==> src/rtl/scratchpad_pkg.sv <==
// Shared scratchpad types: bank geometry, request/response payloads, slot states.
package scratchpad_pkg;

    localparam int unsigned SPAD_ADDR_W = 8;
    localparam int unsigned SPAD_DATA_W = 32;

    typedef logic [SPAD_ADDR_W-1:0] spad_addr_t;
    typedef logic [SPAD_DATA_W-1:0] spad_data_t;

    typedef struct packed {
        logic       we;
        spad_addr_t addr;
        spad_data_t wdata;
    } spad_req_t;

    typedef struct packed {
        logic       we;
        spad_data_t rdata;
    } spad_rsp_t;

    typedef enum logic {
        SLOT_EMPTY = 1'b0,
        SLOT_FULL  = 1'b1
    } slot_state_t;

endpackage

==> src/rtl/scratchpad_bank_if.sv <==
// Single-port scratchpad bank bus: controller issues ren/wen, bank answers one cycle later.
interface scratchpad_bank_if #(
    parameter int unsigned ADDR_W = scratchpad_pkg::SPAD_ADDR_W,
    parameter int unsigned DATA_W = scratchpad_pkg::SPAD_DATA_W
);
    logic              ren;
    logic              wen;
    logic [ADDR_W-1:0] addr;
    logic [DATA_W-1:0] wdata;
    logic [DATA_W-1:0] rdata;
    logic              rvalid;

    modport ctrl (output ren, output wen, output addr, output wdata,
                  input rdata, input rvalid);
    modport bank (input ren, input wen, input addr, input wdata,
                  output rdata, output rvalid);
endinterface

==> src/rtl/scratchpad_rsp_slot.sv <==
// One-entry response register: filled by a bank capture, emptied by a client pop.
module scratchpad_rsp_slot
    import scratchpad_pkg::*;
(
    input  logic      clk,
    input  logic      rst_n,
    input  logic      load,
    input  spad_rsp_t load_rsp,
    input  logic      pop,
    output logic      valid,
    output spad_rsp_t rsp
);

    slot_state_t state;
    slot_state_t state_next;
    logic        accept;

    always_ff @(posedge clk) begin
        if (!rst_n) begin
            state <= SLOT_EMPTY;
        end else begin
            state <= state_next;
        end
    end

    always_comb begin
        state_next = state;
        accept     = 1'b0;
        case (state)
            SLOT_EMPTY: begin
                if (load) begin
                    state_next = SLOT_FULL;
                    accept     = 1'b1;
                end
            end
            SLOT_FULL: begin
                if (pop) begin
                    state_next = load ? SLOT_FULL : SLOT_EMPTY;
                    accept     = load;
                end
            end
            default: state_next = SLOT_EMPTY;
        endcase
    end

    // Payload only changes on an accepted load, so it holds while the client stalls.
    always_ff @(posedge clk) begin
        if (!rst_n) begin
            rsp <= '0;
        end else if (accept) begin
            rsp <= load_rsp;
        end
    end

    assign valid = (state == SLOT_FULL);

endmodule

==> src/rtl/scratchpad_bank_arbiter.sv <==
// Round-robin controller for one scratchpad bank: one access per cycle, one in flight,
// responses returned through per-client one-entry slots.
module scratchpad_bank_arbiter
    import scratchpad_pkg::*;
#(
    parameter int unsigned NUM_CLIENTS = 2,
    parameter int unsigned ADDR_W      = SPAD_ADDR_W,
    parameter int unsigned DATA_W      = SPAD_DATA_W
) (
    input  logic                                clk,
    input  logic                                rst_n,
    scratchpad_bank_if.ctrl                     bank_if,
    input  logic [NUM_CLIENTS-1:0]              req_valid,
    output logic [NUM_CLIENTS-1:0]              req_ready,
    input  logic [NUM_CLIENTS-1:0]              req_we,
    input  logic [NUM_CLIENTS-1:0][ADDR_W-1:0]  req_addr,
    input  logic [NUM_CLIENTS-1:0][DATA_W-1:0]  req_wdata,
    output logic [NUM_CLIENTS-1:0]              rsp_valid,
    input  logic [NUM_CLIENTS-1:0]              rsp_ready,
    output logic [NUM_CLIENTS-1:0]              rsp_we,
    output logic [NUM_CLIENTS-1:0][DATA_W-1:0]  rsp_rdata,
    output logic                                err
);

    localparam int unsigned ID_W    = $clog2(NUM_CLIENTS);
    localparam int unsigned LAST_ID = NUM_CLIENTS - 1;

    // Returns {found, index} of the first set bit of elig scanning upward from start with wrap.
    function automatic logic [ID_W:0] rr_pick(input logic [ID_W-1:0]        start,
                                              input logic [NUM_CLIENTS-1:0] elig);
        logic [ID_W:0]        pick;
        logic [NUM_CLIENTS-1:0] shifted;
        int unsigned          idx;
        pick = '0;
        for (int unsigned off = 0; off < NUM_CLIENTS; off++) begin
            idx     = (32'(start) + off) % NUM_CLIENTS;
            shifted = elig >> idx;
            if (!pick[ID_W] && shifted[0]) begin
                pick = {1'b1, ID_W'(idx)};
            end
        end
        return pick;
    endfunction

    logic [ID_W-1:0]        prio;
    logic                   infl_valid;
    logic [ID_W-1:0]        infl_id;
    logic                   infl_we;
    logic [ADDR_W-1:0]      last_addr;
    logic [DATA_W-1:0]      last_wdata;

    logic [NUM_CLIENTS-1:0] eligible;
    logic [NUM_CLIENTS-1:0] slot_load;
    logic [ID_W:0]          pick;
    logic                   grant_valid;
    logic [ID_W-1:0]        grant_id;
    spad_rsp_t              cap_rsp;
    spad_rsp_t              slot_rsp [NUM_CLIENTS];

    for (genvar i = 0; i < NUM_CLIENTS; i++) begin : g_client
        assign eligible[i]  = req_valid[i]
                            && !(infl_valid && (infl_id == ID_W'(i)))
                            && (!rsp_valid[i] || rsp_ready[i]);
        assign slot_load[i] = infl_valid && (infl_id == ID_W'(i));
        assign rsp_we[i]    = slot_rsp[i].we;
        assign rsp_rdata[i] = DATA_W'(slot_rsp[i].rdata);

        scratchpad_rsp_slot u_slot (
            .clk      (clk),
            .rst_n    (rst_n),
            .load     (slot_load[i]),
            .load_rsp (cap_rsp),
            .pop      (rsp_ready[i]),
            .valid    (rsp_valid[i]),
            .rsp      (slot_rsp[i])
        );
    end

    // Whatever the bank returns is captured even without rvalid; err flags the gap.
    assign cap_rsp = '{we: infl_we, rdata: SPAD_DATA_W'(bank_if.rdata)};

    // Grant and bank command in the same cycle; bus holds its last address/data when idle.
    always_comb begin
        pick          = rr_pick(prio, eligible);
        grant_valid   = rst_n && pick[ID_W];
        grant_id      = pick[ID_W-1:0];
        req_ready     = '0;
        bank_if.ren   = 1'b0;
        bank_if.wen   = 1'b0;
        bank_if.addr  = last_addr;
        bank_if.wdata = last_wdata;
        if (grant_valid) begin
            req_ready     = NUM_CLIENTS'(1) << grant_id;
            bank_if.ren   = !req_we[grant_id];
            bank_if.wen   = req_we[grant_id];
            bank_if.addr  = req_addr[grant_id];
            bank_if.wdata = req_wdata[grant_id];
        end
    end

    always_ff @(posedge clk) begin
        if (!rst_n) begin
            prio       <= '0;
            infl_valid <= 1'b0;
            infl_id    <= '0;
            infl_we    <= 1'b0;
            last_addr  <= '0;
            last_wdata <= '0;
            err        <= 1'b0;
        end else begin
            infl_valid <= grant_valid;
            if (grant_valid) begin
                infl_id    <= grant_id;
                infl_we    <= req_we[grant_id];
                last_addr  <= req_addr[grant_id];
                last_wdata <= req_wdata[grant_id];
                prio       <= (grant_id == ID_W'(LAST_ID)) ? '0 : grant_id + ID_W'(1);
            end
            if (infl_valid && !bank_if.rvalid) begin
                err <= 1'b1;
            end
        end
    end

endmodule

==> src/flat_wrapper.sv <==
// flat-port wrapper written by rule: the top's interface ports become plain ports
module scratchpad_bank_arbiter_flat import scratchpad_pkg::*;
#(
    parameter int unsigned NUM_CLIENTS = 2,
    parameter int unsigned ADDR_W      = SPAD_ADDR_W,
    parameter int unsigned DATA_W      = SPAD_DATA_W
)
  (clk, rst_n, req_valid, req_ready, req_we, req_addr, req_wdata, rsp_valid, rsp_ready, rsp_we, rsp_rdata, err, bank_if_ren, bank_if_wen, bank_if_addr, bank_if_wdata, bank_if_rdata, bank_if_rvalid);
  scratchpad_bank_if #(.ADDR_W(ADDR_W), .DATA_W(DATA_W)) bank_if_i ();
  input  logic clk;
  input  logic rst_n;
  input  logic [NUM_CLIENTS-1:0] req_valid;
  output logic [NUM_CLIENTS-1:0] req_ready;
  input  logic [NUM_CLIENTS-1:0] req_we;
  input  logic [NUM_CLIENTS-1:0][ADDR_W-1:0] req_addr;
  input  logic [NUM_CLIENTS-1:0][DATA_W-1:0] req_wdata;
  output logic [NUM_CLIENTS-1:0] rsp_valid;
  input  logic [NUM_CLIENTS-1:0] rsp_ready;
  output logic [NUM_CLIENTS-1:0] rsp_we;
  output logic [NUM_CLIENTS-1:0][DATA_W-1:0] rsp_rdata;
  output logic err;
  output wire logic [$bits(bank_if_i.ren)-1:0] bank_if_ren;
  output wire logic [$bits(bank_if_i.wen)-1:0] bank_if_wen;
  output wire logic [$bits(bank_if_i.addr)-1:0] bank_if_addr;
  output wire logic [$bits(bank_if_i.wdata)-1:0] bank_if_wdata;
  input wire logic [$bits(bank_if_i.rdata)-1:0] bank_if_rdata;
  input wire logic [$bits(bank_if_i.rvalid)-1:0] bank_if_rvalid;
  assign bank_if_ren = bank_if_i.ren;
  assign bank_if_wen = bank_if_i.wen;
  assign bank_if_addr = bank_if_i.addr;
  assign bank_if_wdata = bank_if_i.wdata;
  assign bank_if_i.rdata = bank_if_rdata;
  assign bank_if_i.rvalid = bank_if_rvalid;
  scratchpad_bank_arbiter #(.NUM_CLIENTS(NUM_CLIENTS), .ADDR_W(ADDR_W), .DATA_W(DATA_W)) u_core (.clk(clk), .rst_n(rst_n), .bank_if(bank_if_i), .req_valid(req_valid), .req_ready(req_ready), .req_we(req_we), .req_addr(req_addr), .req_wdata(req_wdata), .rsp_valid(rsp_valid), .rsp_ready(rsp_ready), .rsp_we(rsp_we), .rsp_rdata(rsp_rdata), .err(err));
endmodule
==> config.mk <==
export PLATFORM = sky130hd
export DESIGN_NAME = scratchpad_bank_arbiter_flat
export DESIGN_NICKNAME = d
export VERILOG_FILES = /design/src/rtl/scratchpad_pkg.sv /design/src/rtl/scratchpad_bank_if.sv /design/src/rtl/scratchpad_rsp_slot.sv /design/src/rtl/scratchpad_bank_arbiter.sv /design/src/flat_wrapper.sv
export SDC_FILE = /design/constraint.sdc
export NUM_CORES = 1
export LEC_CHECK = 0
export BUFFER_PORTS_ARGS = -buffer_cell sky130_fd_sc_hd__buf_2
export CAP_MARGIN = 30
export CELL_PAD_IN_SITES_DETAIL_PLACEMENT = 2
export CELL_PAD_IN_SITES_GLOBAL_PLACEMENT = 2
export CORE_UTILIZATION = 25
export CTS_CLUSTER_SIZE = 16
export DETAILED_ROUTE_END_ITERATION = 6
export PLACE_DENSITY = 0.8
export SLEW_MARGIN = 20
export SYNTH_ARGS = -nofsm -noshare
export SYNTH_HDL_FRONTEND = slang
export SYNTH_HIERARCHICAL = 1
export SYNTH_SLANG_ARGS = --single-unit
==> constraint.sdc <==
create_clock -name clk -period 2.45 [get_ports clk]
set_input_delay 0.3675 -clock clk [delete_from_list [all_inputs] [get_ports clk]]
set_output_delay 0.3675 -clock clk [all_outputs]
set_load 0.02 [all_outputs]
# Word-level counts from Yosys, hierarchy flattened
# Index checks and enable logic that the tools add are counted.
# word_totals
wordCells,64
ff_bits,113
input_bits,121
# classes
n_shift,3
muxes,24
bitwise_logic,3
n_lt_le_gt_ge,1
reduce_logical,18
addsub,2
# ops
cell,count
2-to-1 mux 32 bit,3
2-to-1 mux 8 bit,3
2-to-1 mux 1 bit,11
logical AND 1 bit,9
one-hot mux 1 bit (2 select lines),4
zero test 1 bit,7
2-to-1 mux 2 bit,3
right shift 2 x 1 -> 1 bit,2
NOT 1 bit,3
adder 1 bit (second input constant),2
logical OR 1 bit,2
less-than comparator 1 x 2 -> 1 bit (second input constant),1
<< shifter 1 x 1 -> 2 bit (first input constant),1

# Longest topological paths before layout
# Gate-level depths: netlist (run 1).
# logic_depth
word_depth,14
ltp_mapped,7
ltp_nobuf,4

# Modules after synthesis
# Netlist (run 1), hierarchy kept.
# modules_own_cells
module,cells_per_inst,n_inst,area_each_um2
scratchpad_rsp_slot,147,2,1393.8
scratchpad_bank_arbiter,225,1,2349.8

# Worst setup path after synthesis (run 1)
# Ideal clock, no wire load.
# synth_path
path_kind,register to output
from,reg u_core.g_client[1].u_slot.state
to,out bank_if_wdata[10]
path_slack_ns,0.339
arrival_time_ns,1.743
stages_incl_launch_ff,8
cell_sequence,dfxtp_1 > nand2b_4 > and3_1 > buf_6 > and3_4 > buf_6 > buf_6 > a221o_1
# synth_between
elab_chain_len,11
word_cells_on_any_way,13
classes_between,shift (2); mux (5); reduce/logical (6)
# synth_rtl
element,line,source
start: declaration,scratchpad_rsp_slot.sv:14,slot_state_t state;
start signal: assignment,scratchpad_rsp_slot.sv:22,state <= state_next;
zero test 1 bit *,scratchpad_bank_arbiter.sv:63,&& (!rsp_valid[i] || rsp_ready[i]);
logical OR 1 bit *,scratchpad_bank_arbiter.sv:63,
logical AND 1 bit *,scratchpad_bank_arbiter.sv:63,
right shift 2 x 1 -> 1 bit,scratchpad_bank_arbiter.sv:37,shifted = elig >> idx;
2-to-1 mux 2 bit,scratchpad_bank_arbiter.sv:38,if (!pick[ID_W] && shifted[0]) begin
zero test 1 bit,scratchpad_bank_arbiter.sv:38,
logical AND 1 bit,scratchpad_bank_arbiter.sv:38,
2-to-1 mux 2 bit *,scratchpad_bank_arbiter.sv:38,
2-to-1 mux 32 bit (not written as such) (2 in a row),scratchpad_bank_arbiter.sv:97,bank_if.wdata = req_wdata[grant_id];
2-to-1 mux 32 bit *,--,
end: declaration,flat_wrapper.sv:25,output wire logic [$bits(bank_if_i.wdata)-1:0] bank_if_wdata;
# Every way passes the cells marked *; elsewhere a longest branch is shown, timed or not. The select of a mux whose other input is x is not followed.

# Worst setup path after layout (run 1)
# layout_path
from,reg u_core.infl_valid
to,out bank_if_addr[6]
# layout_between
elab_chain_len,12
word_cells_on_any_way,18
classes_between,shift (2); mux (5); reduce/logical (11)
# layout_rtl
element,line,source
start: declaration,scratchpad_bank_arbiter.sv:46,logic infl_valid;
start signal: assignment,scratchpad_bank_arbiter.sv:111,infl_valid <= grant_valid;
logical AND 1 bit,scratchpad_bank_arbiter.sv:62,&& !(infl_valid && (infl_id == ID_W'(i)))
zero test 1 bit,scratchpad_bank_arbiter.sv:62,
logical AND 1 bit,scratchpad_bank_arbiter.sv:62,
logical AND 1 bit,scratchpad_bank_arbiter.sv:63,
right shift 2 x 1 -> 1 bit,scratchpad_bank_arbiter.sv:37,
2-to-1 mux 2 bit,scratchpad_bank_arbiter.sv:38,
zero test 1 bit,scratchpad_bank_arbiter.sv:38,
logical AND 1 bit,scratchpad_bank_arbiter.sv:38,
2-to-1 mux 2 bit *,scratchpad_bank_arbiter.sv:38,
2-to-1 mux 8 bit (not written as such) (2 in a row),scratchpad_bank_arbiter.sv:96,bank_if.addr = req_addr[grant_id];
2-to-1 mux 8 bit *,--,
end: declaration,flat_wrapper.sv:24,output wire logic [$bits(bank_if_i.addr)-1:0] bank_if_addr;
# Marked as above.

==> results of run 1 <==
final cells by class:
cell class / instances / share of cell area (%)
flip-flops and latches: 113 / 30.7
clock buffers: 18 / 5.81
clock inverters: 14 / 2.57
inverters: 6 / 0.305
multi-input cells: 351 / 33.9
well taps: 270 / 4.57
repair buffers: 260 / 22.1
worst paths after layout:
| path | from | endpoint | slack (ns) |
|---|---|---|---|
| worst min register to register | u_core/g_client[0].u_slot/rsp[28] | u_core/g_client[0].u_slot/rsp[28] | 0.45 |
| worst max-delay path | u_core/infl_valid | bank_if_addr[6] | 0.04 |
| worst max register to register | u_core/g_client[0].u_slot/valid | u_core/last_wdata[8] | 0.72 |
| worst min-delay path | req_wdata[50] | u_core/last_wdata[18] | 0.20 |
metal layers:
metal,part of all wire (%),GRT usage [%],wire length [µm],up-vias
met5,0.085,0,16,-
met4,1.5,6.16,287,2
met3,7.4,5.77,1400,22
met2,49,29.1,9240,175
met1,42,19.2,7970,2437
li1,-,-,-,2366
through the flow:
stage / total power, mW / setup slack (ns)
floorplan: 2.79 / 0.339
global placement: 3.14 / 0.281
detailed placement: 3.17 / 0.241
CTS: 5.87 / 0.00189
global route: 6.14 / -0.0329
finish: 5.88 / 0.0439
what timing repair did:
action | in CTS | in global routing
hold buffers | 0 | 0
pin swaps | 2 | 5
setup buffers | 5 | 5
endpoints found under the setup margin | 40 | 41
hold endpoints to repair | 0 | 0
gates cloned | 1 | 5
gates resized for setup | 7 | 30
worst max-delay path: stages, from the launching register on:
cell and delay (ns):
dfxtp_4 0.37, nand2_4 0.09, and3_4 0.21, buf_6 0.12, o21ai_4 0.07, buf_6 0.14, clkbuf_16 0.17, a221o_1 0.32
buf_6 0.14
cells by family after synthesis:
group           share of synthesized area [%]
flops                                    44.0
compound gates                           17.3
simple gates                             17.6
mux                                      12.9
buf+inv                                  8.18
where the power goes:
group | leakage, nW | switching (mW) | internal [mW]
Sequential | 0.927 | 0.0820 | 1.98
Clock | 0.300 | 0.933 | 1.70
Combinational | 2.32 | 0.660 | 0.530
flip-flops by register name (all words and copies together), names as in the netlist:
name                          cells
u_core/g_client.u_slot/rsp       66
u_core/last_addr                  8
u_core/infl_id                    1
u_core/err                        1
u_core/infl_valid                 1
u_core/prio                       1
u_core/g_client.u_slot/valid      2
u_core/infl_we                    1
u_core/last_wdata                32
layout by cell type (no fill, tap or decap), drive strengths merged, types with 6 or more instances in the layout:
master,netlist,routed
mux2i,66,66
and3,43,43
clkbuf,14,22
clkinv,0,8
inv,6,6
nand2,134,134
a221o,80,80
dfxtp,113,113
buf,35,256
==> results.yml, run 1 <==
global_route:
  grt_pass1_wl_mm: 28.2
  grt.total_usage_pct: 16.9
  grt_pass1_vias: 5343
  antenna_found_initial: 1
  overflow: 0
  grt_max_degree: 71
pwr:
  p_per_area_nw_per_um2: 796
  p_leak_nw: 3.55
  ir_drop_mv: 0.363
synthesis:
  yosysTopAreaCell: "dfxtp_1"
  postSynthCellCount: 519
  netlist_top_cells_count: "134 x nand2_1, 113 x dfxtp_1, 80 x a221o_1"
  syn_area_um2: 5140
  synth.most_common_cell: "nand2_1"
  synth_top_area_share_pct: 44.0
  ys_types: 34
  yosys_warnings: 6
  syn_avg_cell_area_um2: 9.90
  ys_seq_area_share_pct: 44.0
  synth_edf_count: 0
  synthTopCellsByArea: "dfxtp_1 44%, a221o_1 16%, mux2i_1 13%, nand2_1 9.8%, and3_1 5.1%"
  ys.flop_type: "dfxtp_1"
  async_reset_ff_share_pct: 0
  syn_nets: 640
  ys_seq_elements: 113
layout:
  area_growth_pct: 43.9
  stdcell_count: 1032
  final_nets: 870
  layout-drive-gt1-share_pct: 40.7
  stdcell_area_um2: 7390
  antenna_cells: 0
  register_area_um2: 2270
  multi_input_area_um2: 2510
  fin_util_pct: 36.6
  fillers: 2268
place:
  dpl_cell_area_um2: 6450
  dp_hpwl_mm: 12.3
  gp_congestion: 0.741
  io_buffers: 233
  dp.cells: 984
timing:
  maxSlewViolCount: 0
  setup_tns_ns: 0
  worst_pin_slew_ns: 0.667
  hold_ws_ns: 0.198
  hold_viol_final: 0
  rsz0062_at_grt: "true"
  setup-violations-final: 0
  fmax_mhz: 416
  fin_crit_sh_pct: 98.2
  finClkSkew_ns: 0.00922
  maxSlewHeadroom_pct: 55.5
  min_period_ns: 2.41
detailed_routing:
  drt-pass1-iter-count: 4
  drc: 0
  avgViaCountPerCell: 4.85
  final_antenna_net_count: 0
  drt_iter0_drc: 140
  routed_wirelength_mm: 18.9
  avgRoutedWirePerCell_um: 18.3
  vias: 5002
floorplanning:
  initial_core_util_pct: 25.5
  die_h_um: 145
  die_area_um2: 21100
  floorplan.rows: 52
  core_um2: 20200
  ios: 234
  dieWidth_um: 145
critical_path:
  end_kind: "output pin"
  criticalPathCategory: "flip-flop to output pin"
  worst-endpoint-arrival_ns: 2.04
  crit_required_ns: 2.08
  rr_worst_depth: 6
  crit_fanout: 10
  worstSetupStartpointType: "flip-flop"
clocking:
  cts_root_buf: "clkbuf_16"
  clk_pin_slew_worst_paths_ns: 0.06
  clock_latency_ns: 0.41
  cts_tree: "built"
  cts_buffers: 17
  clkSinkCount: 113
  htreeDepth: 4
  clock_path_buffers: 2
hold_path:
  hold_class: "input pin to flip-flop"
  hold_depth: 2
job:
  cap_violations: 0
run_status:
  status: "finished clean"
Note: power is estimated with default switching activity, not from simulation.
==> inputs of run 2 (changes only) <==
Settings changed: CAP_MARGIN 30 to 20, PLACE_DENSITY 0.8 to 0.71.
==> results.yml, run 2 (synthesized netlist as in run 1, its figures left out) <==
detailed_routing:
  vias: 4946
  routed_wirelength_mm: 18.1
  drt_iter0_drc: 178
  avgRoutedWirePerCell_um: 17.6
  drc: 0
  drt-pass1-iter-count: 5
  avgViaCountPerCell: 4.82
  final_antenna_net_count: 0
pwr:
  p_leak_nw: 3.46
  p_per_area_nw_per_um2: 799
  ir_drop_mv: 0.409
critical_path:
  crit_path_top_delay_cell: "dfxtp_2"
  end_kind: "output pin"
  worstSetupStartpointType: "flip-flop"
  rr_worst_depth: 7
  worst-endpoint-arrival_ns: 2.00
  worstPathCellList: "nand2b_4, and3_4, o21ai_4, buf_12, buf_16, a221o_1, buf_2"
  crit_required_ns: 2.08
  critical_path_cell_count: 7
  cpPeakStageDelay_ns: 0.37
  cpLargestDelayFamily: "buffers and inverters"
  criticalPathCategory: "flip-flop to output pin"
  crit_fanout: 21
  cp_num_buf_inv: 3
clocking:
  clk_pin_slew_worst_paths_ns: 0.06
  ctsHoldBuffers: 0
  clock_path_buffers: 2
  cts_buffers: 17
  cts_tree: "built"
  clock_latency_ns: 0.41
  htreeDepth: 4
  cts_root_buf: "clkbuf_16"
  clkSinkCount: 113
timing:
  fmax_mhz: 422
  finClkSkew_ns: 0.0122
  worst_pin_slew_ns: 0.627
  rsz0062_at_grt: "true"
  hold_viol_final: 0
  maxSlewHeadroom_pct: 58.2
  maxSlewViolCount: 0
  setup-violations-final: 0
  setup_tns_ns: 0
  fin_crit_sh_pct: 96.7
  worst_slack_ns: 0.0801
  min_period_ns: 2.37
floorplanning:
  floorplan.rows: 52
  dieWidth_um: 145
  die_area_um2: 21100
  initial_core_util_pct: 25.5
  ios: 234
  core_um2: 20200
  die_h_um: 145
layout:
  area_growth_pct: 39.9
  layout-drive-gt1-share_pct: 40.3
  final_cell_mix: "231 x buf_2, 133 x nand2_1, 110 x dfxtp_1"
  top_register: "u_core/g_client.u_slot/rsp"
  final_nets: 863
  largest_reg_flops: 66
  top_regs: "u_core/g_client.u_slot/rsp (66), u_core/last_wdata (32), u_core/last_addr (8)"
  final_common_cell: "buf_2"
global_route:
  grt_max_degree: 135
  grt_pass1_wl_mm: 28.8
  grt_pass1_vias: 5428
  overflow: 0
  grt.total_usage_pct: 17.2
  antenna_found_initial: 3
place:
  dp_slack_ns: 0.255
  gp_congestion: 0.774
  io_buffers: 233
  dp_hpwl_mm: 12.6
hold_path:
  hold_depth: 2
  hold_class: "input pin to flip-flop"
job:
  cap_violations: 0
run_status:
  status: "finished clean"
run 2: cell count changes in the layout (fill, tap and decap cells not counted), sizes merged:
cell / delta
clkinvlp: +2
clkinv: -3
inv: +3
diode: +1
clkbuf: -5
bufinv: -1
buf: -3
run 2: final timing paths:
check | from | to | slack, ns
worst max-delay path | u_core/infl_id | bank_if_addr[6] | 0.08
worst min-delay path | req_addr[15] | u_core/last_addr[7] | 0.20
worst max register to register | u_core/infl_valid | u_core/last_wdata[8] | 0.69
worst min register to register | u_core/g_client[0].u_slot/rsp[31] | u_core/g_client[0].u_slot/rsp[31] | 0.46
run 2: worst reg2reg max path, cell delays in order (launching register included):
cell     delay [ns]
dfxtp_2        0.40
nand2_4        0.07
and3_4         0.18
buf_6          0.13
buf_4          0.14
nor3_4         0.10
buf_4          0.43
a221o_1        0.26
run 2: routing by layer:
layer	vias up	wire [µm]	share of wire (%)	track usage (%)
li1	2349	-	-	-
met1	2390	7780	43	19.8
met2	179	8710	48	30.1
met3	24	1360	7.5	5.92
met4	4	223	1.2	4.42
met5	-	23	0.13	0
run 2: layout make-up:
cell class                 count  area [µm²]
antenna                        1        2.50
multi-input combinational    351        2510
tap                          270         338
clock buffer                  17         425
inverter                       6        22.5
clock inverter                15         183
timing repair buffer         253        1440
fill                        2262       13000
sequential                   113        2270
run 2: repair_timing:
action | 4_1_cts | 5_1_grt
endpoints found under the setup margin | 39 | 41
buffers inserted | 1 | 2
gates resized for setup | 9 | 4
pin swaps | 2 | 3
gates cloned | 2 | 0
run 2: through the flow:
step	cells	power [mW]	util [%]	instance area [µm²]	hold slack, ns
finish	1026	5.75	35.6	7190	0.200
floorplan	519	2.79	-	5140	0.452
detailed placement	988	3.18	32.0	6450	0.447
global placement	988	3.14	32.0	6450	0.439
global route	1025	6.01	35.6	7190	0.184
CTS	1023	5.83	35.5	7160	0.182
run 2: power by group:
part,switching [mW],internal (mW)
Sequential,0.0812,1.98
Combinational,0.642,0.479
Clock,0.957,1.61
==> inputs of run 3 (changes only) <==
Settings changed: ABC_AREA set to 1, PLACE_DENSITY 0.71 to 0.79.
==> results.yml, run 3 <==
global_route:
  grt_pass1_wl_mm: 32.4
  grt_pass1_vias: 6385
  antenna_found_initial: 4
  overflow: 0
  grt_max_degree: 68
  grt.total_usage_pct: 18.6
synthesis:
  syn_nets: 989
  synth_top_area_share_pct: 40.9
  synth_top_family_by_area: "simple AND/OR/NAND/NOR gates"
  postSynthCellCount: 868
  syn_avg_cell_area_um2: 6.37
  ys.flop_type: "dfxtp_1"
  synth_edf_count: 0
  synth.most_common_cell: "nor2_1"
  ys_types: 20
  yosysTopAreaCell: "dfxtp_1"
  synth-xor-area-share_pct: 0
  yosys_warnings: 6
  async_reset_ff_share_pct: 0
  ys_seq_elements: 113
  syn_area_um2: 5530
  yosys.area_share.simple_pct: 35.0
  muxShareOfSynthArea_pct: 0
  netlist_top_cells_count: "189 x nor2_1, 160 x inv_1, 155 x nand2_1"
  synth-compound-area-share_pct: 6.95
  synthTopCellsByArea: "dfxtp_1 41%, nor2_1 13%, inv_1 11%, nand2_1 11%, a21oi_1 6.2%"
  ys_seq_area_share_pct: 40.9
  synthAdderAreaFrac_pct: 0
layout:
  fillers: 2753
  largest_reg_flops: 66
  top_regs: "u_core/g_client.u_slot/rsp (66), u_core/last_wdata (32), u_core/last_addr (8)"
  area_growth_pct: 38.8
  final_common_cell: "buf_2"
  final_nets: 1199
  top_register: "u_core/g_client.u_slot/rsp"
  layout-drive-gt1-share_pct: 28.7
  final_cell_mix: "232 x buf_2, 180 x nor2_1, 158 x inv_1"
timing:
  fin_crit_sh_pct: 95.0
  min_period_ns: 2.33
  worst_slack_ns: 0.121
  hold_viol_final: 0
  maxSlewViolCount: 0
  setup_tns_ns: 0
  rsz0062_at_grt: "false"
  maxSlewHeadroom_pct: 56.3
  setup-violations-final: 0
  worst_pin_slew_ns: 0.654
  fmax_mhz: 429
  finClkSkew_ns: 0.0140
detailed_routing:
  vias: 6189
  avgRoutedWirePerCell_um: 15.4
  drt_iter0_drc: 128
  drt-pass1-iter-count: 4
  routed_wirelength_mm: 21.2
  final_antenna_net_count: 0
  avgViaCountPerCell: 4.50
  drc: 0
pwr:
  power_frac_seq_pct: 34.2
  p_per_area_nw_per_um2: 780
  comb_power_share_pct: 21.8
  switching_share_pct: 31.8
  p_leak_nw: 4.46
  p_int_mw: 4.09
  pwr-share-clk_pct: 43.9
  ir_drop_mv: 0.413
  switchingPower_mw: 1.90
critical_path:
  cp-startpoint: "u_core/infl_id"
  criticalPathCategory: "flip-flop to output pin"
  end_kind: "output pin"
  crit_fanout: 15
  worst-endpoint-arrival_ns: 1.96
  worstSetupStartpointType: "flip-flop"
  r2r-start: "u_core/g_client[1].u_slot/valid"
  crit_required_ns: 2.08
floorplanning:
  core_um2: 21800
  ios: 234
  dieWidth_um: 151
  initial_core_util_pct: 25.4
  die_h_um: 151
  floorplan.rows: 54
  die_area_um2: 22700
hold_path:
  hold_class: "input pin to flip-flop"
  min_from: "bank_if_rvalid"
clocking:
  cts_buffers: 17
  ctsHoldBuffers: 0
  clkSinkCount: 113
  cts_root_buf: "clkbuf_16"
  cts_tree: "built"
  clk_pin_slew_worst_paths_ns: 0.05
  clock_path_buffers: 2
  htreeDepth: 4
  clock_latency_ns: 0.42
run_status:
  status: "finished clean"
place:
  io_buffers: 233
  dp_hpwl_mm: 14.8
  gp_congestion: 0.747
  dp_slack_ns: 0.260
job:
  cap_violations: 0
run 3: layout make-up:
cell class	count	area, µm²	area share (%)
flip-flops and latches	113	2260	29.5
clock buffers	18	439	5.72
inverters	162	611	7.95
multi-input cells	532	2400	31.3
well taps	280	350	4.56
clock inverters	14	178	2.31
repair buffers	252	1430	18.6
diodes	3	7.51	0.0978
run 3: cells by family (layout without fill, tap and decap cells):
kind of cell / after synthesis / after routing
buffers and inverters: 223 / 446
AOI/OAI and AO/OA: 74 / 74
other: 0 / 3
and+or+nand+nor: 458 / 458
DFF: 113 / 113
run 3: critical path, cell delays in order (launching register included):
cell     delay, ns
dfxtp_1       0.34
inv_1         0.09
nand2_4       0.10
nand3_4       0.11
a21oi_4       0.22
nand2_4       0.12
buf_12        0.17
nor2_2        0.11
nor2_1        0.08
inv_1         0.06
buf_2         0.16
run 3: through the flow:
stage	total power [mW]	std cells	area, µm²	hold WS [ns]	util (%)
after detailed placement	3.37	1335	6900	0.453	31.7
after CTS	6.05	1367	7530	0.234	34.6
after global routing	6.31	1371	7670	0.295	35.3
after floorplan	2.89	868	5530	0.453	-
final	5.99	1374	7680	0.283	35.3
after global placement	3.33	1335	6900	0.445	31.7
run 3: final timing paths:
kind / to / cells after the start / slack, ns
hold reg to reg: u_core/g_client[0].u_slot/rsp[6] / 2 / 0.48
setup reg to reg: u_core/last_wdata[28] / 9 / 0.94
hold / removal: u_core/err / 4 / 0.28
setup / recovery: bank_if_wdata[12] / 10 / 0.12
run 3: power groups by stage:
stage          clock network, mW  logic [mW]  registers [mW]
4_1_cts                     2.71        1.29            2.05
6_report                    2.63        1.31            2.05
5_1_grt                     2.79        1.45            2.07
2_1_floorplan                  0       0.701            2.19
3_5_place_dp                   0        1.28            2.09
3_3_place_gp                   0        1.25            2.09
run 3: what timing repair did:
action | 4_1_cts | 5_1_grt
buffers inserted | 0 | 3
gates cloned | 0 | 1
gates resized for setup | 4 | 23
pin swaps | 0 | 1
endpoints found under the setup margin | 33 | 40
run 3: per-layer routing:
metal  part of all wire (%)  GRT usage [%]  vias to the layer above
li1                       -              -                     3059
met1                     43           21.1                     2941
met2                     49           32.3                      163
met3                    7.3           7.15                       20
met4                   0.98           5.00                        6
met5                   0.19              0                        -
